--- src/rtl/dbp_unpack.sv ---
// Delta-bitplane unpacker: DBX->DBP, plane transpose to deltas,
// then prefix-sum emission of one reconstructed word per cycle.
package ebpc_pkg;
  localparam int unsigned DATA_W     = 8;
  localparam int unsigned BLOCK_SIZE = 8;
  localparam int unsigned CNT_W      =
    (BLOCK_SIZE > 1) ? $clog2(BLOCK_SIZE) : 1;

  typedef struct packed {
    logic [DATA_W-1:0]               base;
    logic [DATA_W:0][BLOCK_SIZE-2:0] dbp;
    logic                            flush;
  } dbp_block_t;
endpackage

module dbp_unpack
  import ebpc_pkg::*;
(
  input  logic              clk_i,
  input  logic              rst_ni,
  input  dbp_block_t        data_i,
  input  logic              vld_i,
  output logic              rdy_o,
  output logic [DATA_W-1:0] data_o,
  output logic              last_o,
  output logic              vld_o,
  input  logic              rdy_i,
  input  logic              clr_i
);

  typedef enum logic {
    IDLE,
    EMIT
  } state_e;

  state_e                            state_q;
  logic [DATA_W-1:0]                 acc_q;
  logic [BLOCK_SIZE-2:0][DATA_W-1:0] dlt_q;
  logic [BLOCK_SIZE-2:0][DATA_W-1:0] dlt_d;
  logic [CNT_W-1:0]                  cnt_q;
  logic                              vld_q;
  logic                              last_q;
  logic [BLOCK_SIZE-2:0]             run;
  logic                              load;
  logic                              unused_flush;

  assign unused_flush = data_i.flush;

  // Running XOR from the top plane down yields each DBP plane;
  // the delta sign bit (plane DATA_W) is dropped as it vanishes mod 2^W.
  always_comb begin
    dlt_d = '0;
    run   = data_i.dbp[DATA_W];
    for (int i = DATA_W - 1; i >= 0; i--) begin
      run = run ^ data_i.dbp[i];
      for (int j = 0; j < BLOCK_SIZE - 1; j++) begin
        dlt_d[j][i] = run[BLOCK_SIZE-2-j];
      end
    end
  end

  assign rdy_o = ~clr_i
               & ((state_q == IDLE) | (last_q & rdy_i));
  assign load  = vld_i & rdy_o;

  assign data_o = acc_q;
  assign last_o = last_q;
  assign vld_o  = vld_q;

  always_ff @(posedge clk_i or negedge rst_ni) begin
    if (!rst_ni) begin
      state_q <= IDLE;
      acc_q   <= '0;
      dlt_q   <= '0;
      cnt_q   <= '0;
      vld_q   <= 1'b0;
      last_q  <= 1'b0;
    end else if (clr_i) begin
      state_q <= IDLE;
      acc_q   <= '0;
      dlt_q   <= '0;
      cnt_q   <= '0;
      vld_q   <= 1'b0;
      last_q  <= 1'b0;
    end else if (load) begin
      state_q <= EMIT;
      acc_q   <= data_i.base;
      dlt_q   <= dlt_d;
      cnt_q   <= '0;
      vld_q   <= 1'b1;
      last_q  <= (BLOCK_SIZE == 1);
    end else if (state_q == EMIT && rdy_i) begin
      if (last_q) begin
        state_q <= IDLE;
        vld_q   <= 1'b0;
        last_q  <= 1'b0;
      end else begin
        acc_q  <= acc_q + dlt_q[cnt_q];
        cnt_q  <= cnt_q + CNT_W'(1);
        last_q <= (cnt_q == CNT_W'(BLOCK_SIZE - 2));
      end
    end
  end

endmodule
--- config.mk ---
export PLATFORM = sky130hd
export DESIGN_NAME = dbp_unpack
export DESIGN_NICKNAME = d
export VERILOG_FILES = /design/src/rtl/dbp_unpack.sv
export SDC_FILE = /design/constraint.sdc
export NUM_CORES = 1
export LEC_CHECK = 0
export BUFFER_PORTS_ARGS = -buffer_cell sky130_fd_sc_hd__buf_2
export CELL_PAD_IN_SITES_DETAIL_PLACEMENT = 1
export CELL_PAD_IN_SITES_GLOBAL_PLACEMENT = 1
export CORE_MARGIN = 2
export CORE_UTILIZATION = 42
export DETAILED_ROUTE_END_ITERATION = 6
export GPL_TIMING_DRIVEN = 0
export PLACE_DENSITY_LB_ADDON = 0.25
export SYNTH_ARGS = -nofsm -noshare
export SYNTH_HDL_FRONTEND = slang
export SYNTH_SLANG_ARGS = --single-unit
export TNS_END_PERCENT = 10
--- constraint.sdc ---
create_clock -name clk_i -period 3.7 [get_ports clk_i]
set_input_delay 0.74 -clock clk_i [delete_from_list [all_inputs] [get_ports clk_i]]
set_output_delay 0.74 -clock clk_i [all_outputs]
set_load 0.02 [all_outputs]
==> key figures, run 1 <==
Status
  – Status: finished, final reports clean

Clock tree
  – Cts hold-fix bufs: 0
  – Root Buffer: clkbuf_8
  – Reg clk slew, reported paths: 0.07 ns
  – Worst skew pair latency: 0.34 ns
  – H-tree depth: 3
  – Post-CTS setup buffers: 0
  – CTS Buf Count: 9
  – CTS max path bufs: 2
  – Clk sinks: 69
  – CTS tree: yes

Floorplanning
  – Die X-Extent: 101.5 µm
  – Die Y: 101.5 µm
  – Core ar.: 0.009240 mm²
  – # rows: 35
  – Initial Util: 43.22%
  – Io pins: 88
  – Full die area: 0.01031 mm²

Layout
  – Final Cell Area: 0.004785 mm²
  – Most frequent cells in the layout: buf_2 (86), dfrtp_1 (69), nand2_1 (58)
  – Final core utilization: 51.78%
  – Synthesis-to-finish area growth: 19.80%
  – Layout cells sized above 1: 26.72%
  – Number of diodes: 0
  – Nets: 577
  – Commonest non-fill, non-tap cell in the layout: buf_2

Power
  – Lkg Pwr: 2.250 nW
  – Pwr Density: 433.1 mW/mm²
  – Worst VDD drop: 0.1835 mV

Yosys
  – Synth Cell Area: 0.003994 mm²
  – Yosys reg bits: 69
  – Compound-Gate Fraction of Synth Area: 14.66%
  – Post-Synth Adder-Cell Area: 3.321%
  – Cell count after synthesis: 393
  – Fraction of registers with async set or reset after synthesis: 100.0%
  – Cell taking the most area after synthesis: dfrtp_1
  – XOR/XNOR share of the synthesized area: 19.71%
  – Synth Area in Simple Gates: 9.837%
  – Post-synth top area share: 43.23%
  – Mux contribution to synthesized area: 6.767%
  – Syn nets: 480
  – Sequential-to-total area share from yosys stat: 43.23%
  – Synth Flop Type: dfrtp_1
  – Dominant combinational cell family by area after synthesis: XOR/XNOR gates
  – Post-synth EDFFs: 0
  – Number of distinct library cells after synthesis: 33
  – Ys Warns: 0
  – Top cells by area, synth: dfrtp_1 (43%), xnor2_1 (6.6%), o21ai_0 (5.6%)
  – Mean Syn Cell Area: 10.16 µm²

STA
  – Crit path time final: 3.339 ns
  – Worst Skew: 0.007675 ns
  – Slew @ Worst Pin: 0.8855 ns
  – Unrepaired setup endpoints after global routing: no
  – Slew Viols, Final: 0
  – Final worst slack: 0.3607 ns
  – Hold Vio Cnt, Final: 0
  – Relative slew slack: 40.97%
  – Max Clk Rate: 299.5 MHz
  – Setup violations, final: 0
  – Tcrit/Tclk final: 90.25%

Place
  – Post-DP HPWL: 8.227 mm
  – Port buffer count: 86
  – DP Worst Slack: -0.1282 ns
  – Dpl cell area: 0.004588 mm²
  – GP Congestion: 0.7949

Global route
  – First-pass GRT wire length: 17.15 mm
  – Busiest grt layer: met2
  – Vias in the first global route: 3404
  – Met1 Resource Use GR: 28.85%
  – Largest net degree at the start of global routing: 70
  – GR Util All Layers: 21.99%
  – Gr ovfl total: 0
  – Met3 Use GR: 2.968%
  – GR Util met2: 38.36%
  – Initial antenna violation count: 0

Setup path
  – FF-to-FF path depth: 15
  – CP required: 3.95 ns
  – R2r setup slk: 0.36 ns
  – Startpoint types: register
  – Reg-to-reg startpoint: cnt_q[1]$_DFFE_PN0P_
  – CP Max Fanout: 10
  – Setup crit start: cnt_q[1]$_DFFE_PN0P_
  – CP Capture Type: register
  – Setup crit end: data_o[6]$_DFFE_PN0P_
  – WP data arrival: 3.59 ns
  – Crit Path Category: register to register
  – Reg-to-reg critical path endpoint: data_o[6]$_DFFE_PN0P_

Routing
  – Drt total wl: 10.62 mm
  – DRT iter0 DRCs: 83
  – WL per Instance: 17.05 µm
  – Via count: 3220
  – Drt first pass iters: 4
  – DRC viols: 0
  – DRT antenna net count: 0
  – Via density: 5.169

Job
  – Reported max-cap violation count: 0

Hold path
  – Hold crit path type: register to register
-- timing repair --
| action | in CTS | in global routing |
|---|---|---|
| setup endpoints to repair | 3 | 2 |
| endpoints found under the hold margin | 0 | 0 |
| resized for setup | 1 | 4 |
-- worst min path at each step --
stage                                      from               endpoint  slack, ns  depth (start not counted)
after floorplan                          rst_ni   cnt_q[0]$_DFFE_PN0P_       0.44                          0
after detailed placement   dlt_q[5]$_DFFE_PN0P_   dlt_q[5]$_DFFE_PN0P_       0.47                          2
after CTS                  dlt_q[5]$_DFFE_PN0P_   dlt_q[5]$_DFFE_PN0P_       0.49                          2
final                      dlt_q[5]$_DFFE_PN0P_   dlt_q[5]$_DFFE_PN0P_       0.48                          2
after global routing      dlt_q[23]$_DFFE_PN0P_  dlt_q[23]$_DFFE_PN0P_       0.52                          2
after global placement    dlt_q[14]$_DFFE_PN0P_  dlt_q[14]$_DFFE_PN0P_       0.46                          2
-- registers in the layout (all words and copies together), names as in the netlist --
| register | cells |
|---|---|
| dlt_q | 56 |
| data_o | 8 |
| cnt_q | 3 |
| last_o | 1 |
| vld_o | 1 |
-- per-layer routing --
layer | part of all wire [%] | vias up
met2 | 51 | 71
met5 | 0 | -
met4 | 1.1 | 0
li1 | - | 1530
met3 | 3.4 | 10
met1 | 45 | 1609
-- through the flow --
step                      power (mW)  hold WS [ns]  cells  setup TNS [ns]
after global routing           2.182        0.5180    623               0
after CTS                      2.091        0.4874    623               0
after global placement         1.446        0.4589    608      -0.0004026
after floorplan                1.270        0.4444    393               0
final                          2.072        0.4843    623               0
after detailed placement       1.470        0.4710    608         -0.2415
-- cell usage after synthesis (8+ instances only) --
cell      instances
mux4_2            8
clkbuf_1         19
o21ai_0          45
mux2i_1           9
nor2_1           32
xor2_1           25
xnor2_1          30
ha_1              9
a22o_1           10
a21oi_1          27
nand2_1          58
dfrtp_1          69
-- worst max-delay path, stage by stage, from the launching register on --
cell      delay, ns
dfrtp_1        0.38
clkbuf_2       0.35
clkbuf_2       0.37
mux4_2         0.27
nor2_1         0.04
a21oi_1        0.18
ha_1           0.20
inv_1          0.05
fa_1           0.41
nor2b_1        0.12
o21ai_0        0.11
a21boi_0       0.27
o21ai_0        0.12
nand2b_1       0.09
xnor2_1        0.06
a211oi_1       0.22
-- kinds of logic after synthesis --
group	count (synthesis)
AO/OA/AOI/OAI	101
XOR/XNOR	71
adder cells (fa/ha/maj)	10
buffers and inverters	26
flip-flops	69
multiplexers	17
AND/OR/NAND/NOR	99
-- power breakdown --
part           total, mW  switching (mW)  internal, mW
logic              0.566           0.316         0.250
clock network      0.621           0.275         0.346
registers          0.885          0.0514         0.834
-- layout make-up --
class / count / area (µm²)
multi-input cells: 298 / 2168
repair buffers: 86 / 432.9
plain buffers: 21 / 83.83
clock inverters: 1 / 30.03
well taps: 129 / 161.4
clock buffers: 14 / 162.7
flip-flops and latches: 69 / 1727
inverters: 5 / 18.77
fillers: 1076 / 4456
No activity file was read; power rests on OpenSTA's default activity.
==> run 2: changes to the inputs <==
--- a/config.mk
+++ b/config.mk
@@ -10,6 +10,7 @@
 export CELL_PAD_IN_SITES_GLOBAL_PLACEMENT = 1
 export CORE_MARGIN = 2
 export CORE_UTILIZATION = 42
+export CTS_BUF_LIST = sky130_fd_sc_hd__clkbuf_16
 export DETAILED_ROUTE_END_ITERATION = 6
 export GPL_TIMING_DRIVEN = 0
 export PLACE_DENSITY_LB_ADDON = 0.25
==> run 2 against run 1 <==
- global-route usage is 0.78 points higher
- count of clock-buffer cells in the layout shrank 5
- combinational power hardly changed
- critical path type unchanged
==> key figures, run 2 (synthesis gave the netlist of run 1 again) <==
Routing
  – Via count: 3221
  – DRT antenna net count: 0
  – DRT iter0 DRCs: 72
  – DRC viols: 0
  – Via density: 5.170
  – Drt first pass iters: 4
  – Drt total wl: 10.80 mm
  – WL per Instance: 17.34 µm

Floorplanning
  – Initial Util: 43.22%
  – # rows: 35
  – Io pins: 88
  – Die Y: 101.5 µm
  – Die X-Extent: 101.5 µm
  – Core ar.: 0.009240 mm²
  – Full die area: 0.01031 mm²

Clock tree
  – CTS Buf Count: 9
  – Root Buffer: clkbuf_16
  – H-tree depth: 3
  – Worst skew pair latency: 0.32 ns
  – CTS tree: yes
  – Cts hold-fix bufs: 0
  – CTS max path bufs: 2
  – Clk sinks: 69
  – Reg clk slew, reported paths: 0.05 ns

Setup path
  – Startpoint types: register
  – CP Max Fanout: 10
  – CP required: 3.93 ns
  – CP Capture Type: register
  – WP data arrival: 3.62 ns
  – Crit Path Category: register to register

Place
  – GP Congestion: 0.7949
  – Dpl cells: 608
  – Port buffer count: 86
  – Post-DP HPWL: 8.227 mm
  – Dpl cell area: 0.004588 mm²

Global route
  – Largest net degree at the start of global routing: 70
  – First-pass GRT wire length: 17.62 mm
  – Gr ovfl total: 0
  – Initial antenna violation count: 0
  – GR Util All Layers: 22.76%
  – Vias in the first global route: 3486

Power
  – Worst VDD drop: 0.1685 mV
  – Lkg Pwr: 2.298 nW
  – Pwr Density: 465.2 mW/mm²

STA
  – Crit path time final: 3.386 ns
  – Slew @ Worst Pin: 0.8818 ns
  – Slew Viols, Final: 0
  – Max Clk Rate: 295.3 MHz
  – Hold Vio Cnt, Final: 0
  – Worst Skew: 0.004837 ns
  – Relative slew slack: 41.22%
  – Tcrit/Tclk final: 91.52%
  – Unrepaired setup endpoints after global routing: no
  – Setup violations, final: 0

Layout
  – Nets: 577
  – Synthesis-to-finish area growth: 21.84%
  – Layout Cells excl Fill: 623
  – Biggest register: dlt_q
  – Number of diodes: 0
  – Max FFs per register: 56
  – Final Cell Area: 0.004866 mm²
  – Layout cells sized above 1: 26.32%
  – Commonest non-fill, non-tap cell in the layout: buf_2
  – Most frequent cells in the layout: buf_2 (87), dfrtp_1 (69), nand2_1 (58)
  – FILL cells: 1063

Job
  – Reported max-cap violation count: 0

Status
  – Status: finished, final reports clean

Hold path
  – Hold crit path type: register to register
==> run 2: through the flow <==
step / setup TNS, ns / hold WS, ns / util, % / worst slack [ns] / total power [mW]
final: 0 / 0.4869 / 52.66 / 0.3139 / 2.264
after floorplan: 0 / 0.4444 / - / 0.6587 / 1.270
after global routing: 0 / 0.5133 / 52.66 / 0.009982 / 2.382
after detailed placement: -0.2415 / 0.4710 / 49.65 / -0.1282 / 1.470
after global placement: -0.0004026 / 0.4589 / 49.63 / -0.0004026 / 1.446
after CTS: 0 / 0.4829 / 52.63 / 0.0005800 / 2.285
==> run 2: power by group <==
group / leakage (nW) / total (mW) / internal (mW) / switching [mW]
Sequential: 0.924 / 0.887 / 0.835 / 0.0518
Combinational: 1.23 / 0.569 / 0.251 / 0.319
Clock: 0.144 / 0.807 / 0.506 / 0.301
Total: 2.30 / 2.26 / 1.59 / 0.672
==> run 2: path summary, 6_finish.rpt <==
kind | start | to | slack [ns] | cells after the start
setup / recovery | cnt_q[1]$_DFFE_PN0P_ | data_o[6]$_DFFE_PN0P_ | 0.31 | 15
hold / removal | dlt_q[22]$_DFFE_PN0P_ | dlt_q[22]$_DFFE_PN0P_ | 0.49 | 2
max in group asynchronous | rst_ni | dlt_q[46]$_DFFE_PN0P_ | 2.59 | 1
min in group asynchronous | rst_ni | vld_o$_DFFE_PN0P_ | 0.55 | 1
hold reg to reg | dlt_q[22]$_DFFE_PN0P_ | dlt_q[22]$_DFFE_PN0P_ | 0.49 | 2
setup reg to reg | cnt_q[1]$_DFFE_PN0P_ | data_o[6]$_DFFE_PN0P_ | 0.31 | 15
==> run 2: timing repair <==
action	CTS	global route
endpoints found under the setup margin	3	3
gates cloned	0	0
resized for setup	1	5
hold endpoints to repair	0	0
setup buffers	0	0
==> run 2: routing by layer <==
layer | wire length, µm | track usage (%) | vias up
met5 | 0 | 0 | -
met4 | 87 | 6.757 | 0
met3 | 395 | 3.313 | 8
met2 | 5565 | 39.83 | 78
met1 | 4754 | 29.29 | 1608
li1 | - | - | 1527
==> run 2: final cells by class <==
cell class	count	area (µm²)	area share, %
clock inverter	6	48.80	1.003
buffer	21	83.83	1.723
inverter	5	18.77	0.3857
timing repair buffer	86	432.9	8.897
multi-input combinational	298	2168	44.56
clock buffer	9	225.2	4.628
tap	129	161.4	3.317
sequential	69	1727	35.48
==> run 2: worst max-delay path, cell delays in order, from the launching register on <==
cell	delay (ns)
dfrtp_1	0.38
clkbuf_2	0.35
buf_2	0.36
mux4_2	0.26
nor2_1	0.04
a21oi_1	0.19
ha_1	0.24
inv_1	0.06
fa_1	0.41
nor2b_1	0.14
o21ai_0	0.11
a21boi_0	0.26
o21ai_0	0.12
nand2b_1	0.09
xnor2_1	0.06
a211oi_1	0.22
==> run 3: changes to the inputs <==
--- a/config.mk
+++ b/config.mk
@@ -5,11 +5,11 @@
 export SDC_FILE = /design/constraint.sdc
 export NUM_CORES = 1
 export LEC_CHECK = 0
-export BUFFER_PORTS_ARGS = -buffer_cell sky130_fd_sc_hd__buf_2
+export BUFFER_PORTS_ARGS = -buffer_cell sky130_fd_sc_hd__buf_4
 export CELL_PAD_IN_SITES_DETAIL_PLACEMENT = 1
 export CELL_PAD_IN_SITES_GLOBAL_PLACEMENT = 1
 export CORE_MARGIN = 2
-export CORE_UTILIZATION = 42
+export CORE_UTILIZATION = 27
 export CTS_BUF_LIST = sky130_fd_sc_hd__clkbuf_16
 export DETAILED_ROUTE_END_ITERATION = 6
 export GPL_TIMING_DRIVEN = 0
==> run 3 against run 2 <==
- hold slack worse by 0.0074 ns
- critical path depth is 1 lower
- largest power group unchanged
- sequential share of layout area is 2.1 points lower
- highest routed layer unchanged
- flip-flop and latch count stayed put
==> key figures, run 3 (synthesis gave the netlist of run 1 again) <==
Clock tree
  – Root Buffer: clkbuf_16
  – CTS tree: yes
  – CTS Buf Count: 9
  – Worst skew pair latency: 0.33 ns
  – H-tree depth: 3
  – Clk sinks: 69
  – CTS max path bufs: 2
  – Post-CTS setup buffers: 0
  – Reg clk slew, reported paths: 0.06 ns

Setup path
  – CP required: 3.92 ns
  – R2r setup slk: 0.28 ns
  – CP Max Fanout: 10
  – Crit Path Category: register to register
  – Startpoint types: register
  – WP data arrival: 3.63 ns
  – CP Capture Type: register

Power
  – Worst VDD drop: 0.2291 mV
  – Lkg Pwr: 2.353 nW
  – Pwr Density: 450.2 mW/mm²
  – Power Total: 2.326 mW

Place
  – GP Congestion: 0.7884
  – Dpl cells: 663
  – Dpl cell area: 0.004870 mm²
  – Port buffer count: 86
  – Post-DP HPWL: 8.827 mm

Floorplanning
  – Initial Util: 27.58%
  – # rows: 44
  – Die Y: 125.6 µm
  – Die X-Extent: 125.6 µm
  – Io pins: 88
  – Full die area: 0.01578 mm²
  – Core ar.: 0.01448 mm²

Routing
  – DRT iter0 DRCs: 170
  – Via count: 3175
  – Drt total wl: 11.33 mm
  – Drt first pass iters: 4
  – WL per Instance: 16.72 µm
  – Via density: 4.683
  – DRC viols: 0
  – DRT antenna net count: 0

STA
  – Unrepaired setup endpoints after global routing: no
  – Max Clk Rate: 292.6 MHz
  – Slew @ Worst Pin: 0.9101 ns
  – Setup_tns: 0 ns
  – Crit path time final: 3.418 ns
  – Worst Skew: 0.006258 ns
  – Relative slew slack: 39.33%
  – Slew Viols, Final: 0
  – Tcrit/Tclk final: 92.37%
  – Setup violations, final: 0
  – Hold Vio Cnt, Final: 0

Layout
  – Commonest non-fill, non-tap cell in the layout: buf_4
  – Number of diodes: 0
  – Final Cell Area: 0.005166 mm²
  – Biggest register: dlt_q
  – FILL cells: 1673
  – Max FFs per register: 56
  – Layout cells sized above 1: 27.13%
  – Nets: 577
  – Synthesis-to-finish area growth: 29.35%
  – Layout Cells excl Fill: 678
  – Most frequent cells in the layout: buf_4 (86), dfrtp_1 (69), nand2_1 (58)

Global route
  – Gr ovfl total: 0
  – Largest net degree at the start of global routing: 70
  – GR Util All Layers: 15.15%
  – Initial antenna violation count: 0
  – First-pass GRT wire length: 18.59 mm
  – Vias in the first global route: 3501

Status
  – Status: finished, final reports clean

Job
  – Reported max-cap violation count: 0

Hold path
  – Hold crit path type: register to register
==> run 3: cell count changes in the layout (fill, tap and decap cells not counted) <==
cell	delta
buf_2	-86
buf_4	+85
clkinvlp_4	+3
inv_1	-3
clkbuf_4	+1
clkinv_1	-1
clkinv_4	+1
==> run 3: cell type report <==
class	instances	area [µm²]	area share, %
tap	184	230.2	4.456
timing repair buffer	86	645.6	12.50
clock buffer	9	225.2	4.359
buffer	21	86.33	1.671
inverter	5	18.77	0.3633
sequential	69	1727	33.42
clock inverter	6	65.06	1.259
multi-input combinational	298	2168	41.97
==> run 3: stage by stage <==
| stage | hold WS (ns) | worst slack, ns | util, % |
|---|---|---|---|
| after global routing | 0.5022 | 0.03794 | 35.68 |
| final | 0.4795 | 0.2823 | 35.68 |
| after global placement | 0.4594 | -0.1981 | 33.63 |
| after detailed placement | 0.4712 | -0.2809 | 33.63 |
| after CTS | 0.4838 | 0.2051 | 35.66 |
| after floorplan | 0.4444 | 0.6587 | - |
==> run 3: power by group <==
| part | internal, mW | total (mW) | switching [mW] |
|---|---|---|---|
| clock | 0.516 | 0.840 | 0.324 |
| combinational | 0.277 | 0.600 | 0.323 |
| sequential | 0.835 | 0.886 | 0.0512 |
| total | 1.63 | 2.33 | 0.698 |
==> run 3: timing repair <==
action                                  4_1_cts  5_1_grt
resized for setup                             2        4
hold buffers                                  0        0
endpoints found under the setup margin        3        1
==> run 3: layer usage <==
metal / vias to the layer above / track usage [%] / routed length [µm]
met1: 1575 / 19.70 / 4948
met5: - / 0 / 0
li1: 1527 / - / -
met2: 68 / 25.91 / 5783
met4: 0 / 3.922 / 78
met3: 5 / 3.016 / 522
==> run 3: critical path, cell delays in order (launching register included) <==
cell and delay, ns:
dfrtp_1 0.35, buf_2 0.31, clkbuf_1 0.50, nor2_1 0.11
a21oi_1 0.18, a21o_1 0.20, inv_1 0.06, ha_1 0.27
a21o_1 0.19, a21oi_1 0.21, o21ai_0 0.17, a31o_2 0.28
xor2_1 0.18, mux2i_1 0.22, nor3_1 0.06
==> run 3: worst paths after layout <==
kind | startpoint | end | depth (start not counted)
max | cnt_q[0]$_DFFE_PN0P_ | data_o[7]$_DFFE_PN0P_ | 14
min | dlt_q[33]$_DFFE_PN0P_ | dlt_q[33]$_DFFE_PN0P_ | 2
max reg2reg | cnt_q[0]$_DFFE_PN0P_ | data_o[7]$_DFFE_PN0P_ | 14
min reg2reg | dlt_q[33]$_DFFE_PN0P_ | dlt_q[33]$_DFFE_PN0P_ | 2
max in group asynchronous | rst_ni | dlt_q[54]$_DFFE_PN0P_ | 1
min in group asynchronous | rst_ni | vld_o$_DFFE_PN0P_ | 1
